===== config.mk =====
export PLATFORM = sky130hd
export DESIGN_NAME = mux_21_arbiter
export DESIGN_NICKNAME = d
export VERILOG_FILES = /design/src/rtl/mux_21_arbiter.sv
export SDC_FILE = /design/constraint.sdc
export NUM_CORES = 1
export LEC_CHECK = 0
export BUFFER_PORTS_ARGS = -buffer_cell sky130_fd_sc_hd__buf_2
export CORE_AREA = 2 2 39 41
export CTS_BUF_LIST = sky130_fd_sc_hd__clkbuf_8
export CTS_CLUSTER_SIZE = 14
export DETAILED_ROUTE_END_ITERATION = 8
export DIE_AREA = 0 0 41 43
export PLACE_DENSITY = 0.9
export SLEW_MARGIN = 5
export SYNTH_ARGS = -nofsm -noshare
export SYNTH_HDL_FRONTEND = slang
export SYNTH_SLANG_ARGS = --single-unit

===== constraint.sdc =====
create_clock -name clk -period 3.6 [get_ports clk]
set_input_delay 1.08 -clock clk [delete_from_list [all_inputs] [get_ports clk]]
set_output_delay 1.08 -clock clk [all_outputs]
set_load 0.05 [all_outputs]

===== src/rtl/mux_21_arbiter.sv =====
// -----------------------------------------------------------------------------
// mux_21_arbiter
//
// Round-robin controller for a shared 2:1 multiplexed datapath. Two
// valid/ready sources (A and B) compete for a single consumer (y). The
// arbiter registers the grant, steers the downstream handshake to the
// granted source and holds the other source off. Under contention a grant
// lasts at most MAX_BURST accepted beats before the other side gets a turn.
//
// Parameters
//   WIDTH      payload width of both sources and of y_data
//   MAX_BURST  accepted beats per grant while the other source waits (1..255)
//
// Ports
//   clk      system clock, rising edge
//   rst      synchronous active-high reset
//   a_data   source A payload         a_valid  A has a beat
//   a_ready  A beat accepted
//   b_data   source B payload         b_valid  B has a beat
//   b_ready  B beat accepted
//   y_data   muxed payload            y_valid  y_data valid
//   y_ready  consumer accepts
//   s        registered mux select (0 = A, 1 = B)
//   busy     high whenever a grant is active
// -----------------------------------------------------------------------------
module mux_21_arbiter #(
   parameter int WIDTH     = 8,
   parameter int MAX_BURST = 4
) (
   input  logic             clk,
   input  logic             rst,
   input  logic [WIDTH-1:0] a_data,
   input  logic             a_valid,
   output logic             a_ready,
   input  logic [WIDTH-1:0] b_data,
   input  logic             b_valid,
   output logic             b_ready,
   output logic [WIDTH-1:0] y_data,
   output logic             y_valid,
   input  logic             y_ready,
   output logic             s,
   output logic             busy
);

   localparam int CW = $clog2(MAX_BURST + 1);
   localparam logic [CW-1:0] CNT_LAST = CW'(MAX_BURST - 1);

   typedef enum logic [1:0] {
      IDLE  = 2'd0,
      SEL_A = 2'd1,
      SEL_B = 2'd2
   } state_e;

   state_e        state_q, state_d;
   logic          s_q, s_d;
   logic          last_sel_q, last_sel_d;  // 1 = B held the most recent grant
   logic [CW-1:0] cnt_q, cnt_d;            // beats accepted in current window
   logic          grant_a, grant_b;

   // --------------------------------------------------------------------------
   // State register
   // --------------------------------------------------------------------------
   // NOTE: sequential state uses non-blocking assignments so every register
   // samples the pre-edge value of every other register.
   always_ff @(posedge clk) begin
      if (rst) begin
         state_q    <= IDLE;
         s_q        <= 1'b0;
         last_sel_q <= 1'b1;  // A wins the first contention after reset
         cnt_q      <= '0;
      end else begin
         state_q    <= state_d;
         s_q        <= s_d;
         last_sel_q <= last_sel_d;
         cnt_q      <= cnt_d;
      end
   end

   // --------------------------------------------------------------------------
   // Next-state logic
   // --------------------------------------------------------------------------
   // NOTE: every variable gets a default at the top of the block; a path that
   // leaves one unassigned would infer a latch.
   always_comb begin
      state_d    = state_q;
      s_d        = s_q;
      last_sel_d = last_sel_q;
      cnt_d      = cnt_q;
      grant_a    = 1'b0;
      grant_b    = 1'b0;

      unique case (state_q)
         IDLE: begin
            // On contention the source that did not hold the last grant wins.
            if (a_valid && (!b_valid || last_sel_q)) grant_a = 1'b1;
            else if (b_valid)                         grant_b = 1'b1;
         end

         SEL_A: begin
            if (!a_valid) begin
               if (b_valid) grant_b = 1'b1;
               else         state_d = IDLE;
            end else if (y_ready) begin
               if (cnt_q == CNT_LAST) begin
                  // Window full: hand over if B waits, else restart the window.
                  cnt_d = '0;
                  if (b_valid) grant_b = 1'b1;
               end else begin
                  cnt_d = cnt_q + 1'b1;
               end
            end
         end

         SEL_B: begin
            if (!b_valid) begin
               if (a_valid) grant_a = 1'b1;
               else         state_d = IDLE;
            end else if (y_ready) begin
               if (cnt_q == CNT_LAST) begin
                  cnt_d = '0;
                  if (a_valid) grant_a = 1'b1;
               end else begin
                  cnt_d = cnt_q + 1'b1;
               end
            end
         end

         default: state_d = IDLE;
      endcase

      // Grant entry: select, fairness bit and beat window all restart here,
      // which is also how A<->B hand-overs skip IDLE.
      if (grant_a) begin
         state_d    = SEL_A;
         s_d        = 1'b0;
         last_sel_d = 1'b0;
         cnt_d      = '0;
      end else if (grant_b) begin
         state_d    = SEL_B;
         s_d        = 1'b1;
         last_sel_d = 1'b1;
         cnt_d      = '0;
      end
   end

   // --------------------------------------------------------------------------
   // Output logic
   // --------------------------------------------------------------------------
   // rst forces the handshake outputs low so a beat presented in a reset cycle
   // is never reported as accepted.
   always_comb begin
      y_data  = '0;
      y_valid = 1'b0;
      a_ready = 1'b0;
      b_ready = 1'b0;
      busy    = 1'b0;
      if (!rst) begin
         unique case (state_q)
            SEL_A: begin
               y_data  = a_data;
               y_valid = a_valid;
               a_ready = y_ready;
               busy    = 1'b1;
            end
            SEL_B: begin
               y_data  = b_data;
               y_valid = b_valid;
               b_ready = y_ready;
               busy    = 1'b1;
            end
            default: ;
         endcase
      end
   end

   assign s = s_q;

endmodule


# [Yosys cells after proc, flatten, opt, wreduce, memory -nomap -nowiden]
# Index checks and enable logic that the tools add are counted.
[word_totals] register_bits=7 inputBits=21 out_inout_bits=13 wordCells=69
[op_classes] n_addsub=1 eq_ne=15 muxes=36 n_reduce_logical=12
[ops] operator="$mux W1" count=20
[ops] operator="$ne A4 B4 Y1 const B" count=4
[ops] operator="$pmux W8 S2" count=1
[ops] operator="$ne A3 B3 Y1 const B" count=5
[ops] operator="$mux W3" count=4
[ops] operator="$mux W2" count=5
[ops] operator="$reduce_and A5 Y1" count=2
[ops] operator="$mux W8" count=1
[ops] operator="$ne A2 B2 Y1 const B" count=3
[ops] operator="$pmux W1 S2" count=3
[ops] operator="$pmux W2 S3" count=1
[ops] operator="$pmux W3 S2" count=1
[ops] operator="$reduce_bool A2 Y1" count=2
[ops] operator="$reduce_or A2 Y1" count=2
[ops] operator="$add A3 B1 Y3 const B" count=1
[ops] operator="$eq A3 B2 Y1 const B" count=1
[ops] operator="$reduce_and A3 Y1" count=1
[ops] operator="$reduce_or A3 Y1" count=1
[ops] operator="$eq A2 B1 Y1 const B" count=1
[ops] operator="$eq A2 B2 Y1 const B" count=1
[ops] operator="$logic_not A2 Y1" count=1
[ops] operator="$logic_and A1 B1 Y1" count=1
[ops] operator="$logic_not A1 Y1" count=1
[ops] operator="$logic_or A1 B1 Y1" count=1

# [Longest topological paths before layout]
[logic_depth] ltp_word=7 ltp_mapped=6 ltp_nobuf=6

# [Worst setup path after synthesis]
# Ideal clock, no wire load.
[synth_timing] path_kind="input to output" startpoint="in rst" endpoint="out y_data[0]" t_arrival_ns=2.066 required_ns=2.520 slack_ns=0.454 stages=3 path_buffers=1 cell_sequence="nand2b_1 > clkbuf_1 > nor2_1"
[synth_via] elab_chain_len=1
[synth_lines] element="start, declared" line_no="31" source="input logic rst,"
[synth_lines] element="$mux W8" line_no="157" source="if (!rst) begin"
[synth_lines] element="end, declared" line_no="38" source="output logic [WIDTH-1:0] y_data,"
# Every way passes these cells.

# [Worst setup path after layout]
# Ends and elaborated chain as after synthesis.

==> results.yml <==
clock_tree:
  cts_setup_buffers: 0
  cts-resized-gates: 0
  cts_tree: "done"
  cts_max_level: 1
  cts.sinks: 7
  clk_path_buf_depth: 2
  clock_latency_ns: 0.22
  cts_buffers: 3
  cts_root_buf: "clkbuf_8"
  cts_hold_buf: 0
  path_clk_slew_ns: 0.04
timing:
  fin_crit_sh: 0.839
  rsz0062_at_grt: "false"
  clock_skew_ns: 0.00305
  period_needed_ns: 3.02
  worst_pin_slew_ns: 0.507
  relSlewSlack: 0.662
  clock.fmax_ghz: 0.331
  finalHoldViolCount: 0
  tns_ns: 0
  whs_ns: 0.463
  finalSetupViolCount: 0
  drv_slew: 0
finish:
  syn_to_final_growth_pct: 37.2
  nets: 136
  antennaDiodeCount: 0
  drive_gt1_frac: 0.376
  layout_commonest_cell: "buf_2"
  stdcell_count: 125
  final_cell_mix: "buf_2 (33), nor2_1 (13), inv_1 (9), a22oi_1 (9), dfxtp_1 (7)"
setup_path:
  worstSetupStartpointType: "primary input"
  endpoint_kind: "primary output"
  cpPeakStageDelay_ns: 0.28
  crit_type: "in -> out"
  crit_path_top_delay_cell: "nand2b_1"
  worstReg2RegStart: "state_q[0]"
  cp-startpoint: "rst"
  critPathMostFrequentCell: "buf_2"
  arrival_ns: 1.94
  crit_buf_inv: 2
  critPathMaxFanout: 10
  crit_required_ns: 2.52
  crit_family: "simple AND/OR/NAND/NOR gates"
  crit_chain: "buf_2 -> nand2b_1 -> nor2_1 -> buf_2"
placement:
  hpwl_um: 1190
  portBuffers: 33
  place_inst: 121
  globalplace.congestion: 0.722
floorplanning:
  ios: 34
  fp.dieH_um: 43
  dieArea_um2: 1760
  core-area_um2: 1380
  start_util: 0.425
  row_count: 14
  die_w_um: 41
synth:
  synth_area_per_cell_um2: 7.84
  ys_ff_latch: 7
  synth_top_area_share: 0.238
  netlist_area_um2: 588
  yosysSeqAreaShare: 0.238
  synth_warnings: 0
  synthTopCellsByArea: "dfxtp_1 (24%), a22oi_1 (11%), ha_1 (11%)"
  yosys.cell_types.count: 24
  synth_fp_nets: 101
  yosys.area.top_type: "dfxtp_1"
  synthCells: 75
status:
  status: "finished, final reports clean"
grt:
  grt_first_pass_wirelength_um: 2090
  grtUsageTotal: 0.169
  grt_overflow: 0
  grt_max_degree: 17
  grt_pass1_vias: 539
  antenna_found_initial: 0
drt:
  first_pass_iters: 6
  drc: 0
  wl_per_cell_um: 11.9
  drtIter0Drc: 9
  dr_total_vias: 683
  finalWirelength_um: 1480
  ant_nets: 0
  via_per_inst: 5.46
pwr:
  p_per_area_nw_per_um2: 373
  peakVddDrop_v: 0.000242
  p_leak_nw: 0.423
min_path:
  hp-class: "reg -> reg"
  worstHoldStart: "s"
flow_run:
  max-cap-violations: 0
-- cell families (layout without fill, tap and decap cells) --
group | after synthesis | after routing | synth area share
AND/OR/NAND/NOR | 25 | 25 | 0.232
buffers and inverters | 11 | 45 | 0.0702
flip-flops | 7 | 7 | 0.238
AO/OA/AOI/OAI | 25 | 25 | 0.319
adder cells (fa/ha/maj) | 5 | 5 | 0.106
multiplexers | 2 | 2 | 0.0340
-- power breakdown --
group	internal, mW	leakage, nW	switching [mW]
registers	0.0836	0.0572	0.00394
clock network	0.0734	0.0269	0.0307
logic	0.0392	0.339	0.0705
total	0.196	0.423	0.105
-- path summary, 6_finish.rpt --
| kind | slack, ns | cells past startpoint | to |
|---|---|---|---|
| setup / recovery | 0.58 | 4 | y_data[0] |
| hold / removal | 0.46 | 1 | s |
| setup reg to reg | 1.69 | 6 | cnt_q[2] |
| hold reg to reg | 0.46 | 1 | s |
-- layer usage --
metal	routed length, µm	GRT usage
met5	0	0
met4	5	0.0800
met3	172	0.0157
met2	700	0.303
met1	604	0.181
-- stage by stage --
stage	total power, mW	worst slack, ns	cell area, µm²	util
floorplan	0.169	0.454	588	-
global placement	0.193	0.607	762	0.551
detailed placement	0.198	0.577	762	0.551
CTS	0.304	0.575	807	0.583
global route	0.320	0.487	807	0.583
finish	0.301	0.581	807	0.583
-- Yosys cell counts (all sizes together) --
cell type,instances
nand4b,2
mux2i,2
inv,8
a21boi,1
clkbuf,3
a211oi,1
or3,2
or2,1
a31oi,3
ha,5
a22oi,9
o21bai,3
o2111ai,1
nand2b,4
o21ai,1
dfxtp,7
and3b,2
nand2,1
a21oi,4
o21a,2
nor2,13
-- worst reg2reg max path, cell delays in order (launching register included) --
cell and delay [ns]:
dfxtp_1 0.35, inv_1 0.10, ha_1 0.39, o21bai_2 0.22, a31oi_2 0.15, or3_4 0.41, a211oi_2 0.22
-- registers in the layout (all words and copies together) (netlist names) --
register    flops
s               1
state_q         2
last_sel_q      1
cnt_q           3
-- layout make-up --
cell class                      count  area, µm²
Tap cell                           16       20.0
Timing Repair Buffer               33        165
Clock inverter                      1       3.75
Sequential cell                     7        140
Fill cell                         136        577
Inverter                            8       30.0
Multi-Input combinational cell     57        407
Clock buffer                        3       41.3
No activity file was read; power rests on OpenSTA's default activity.
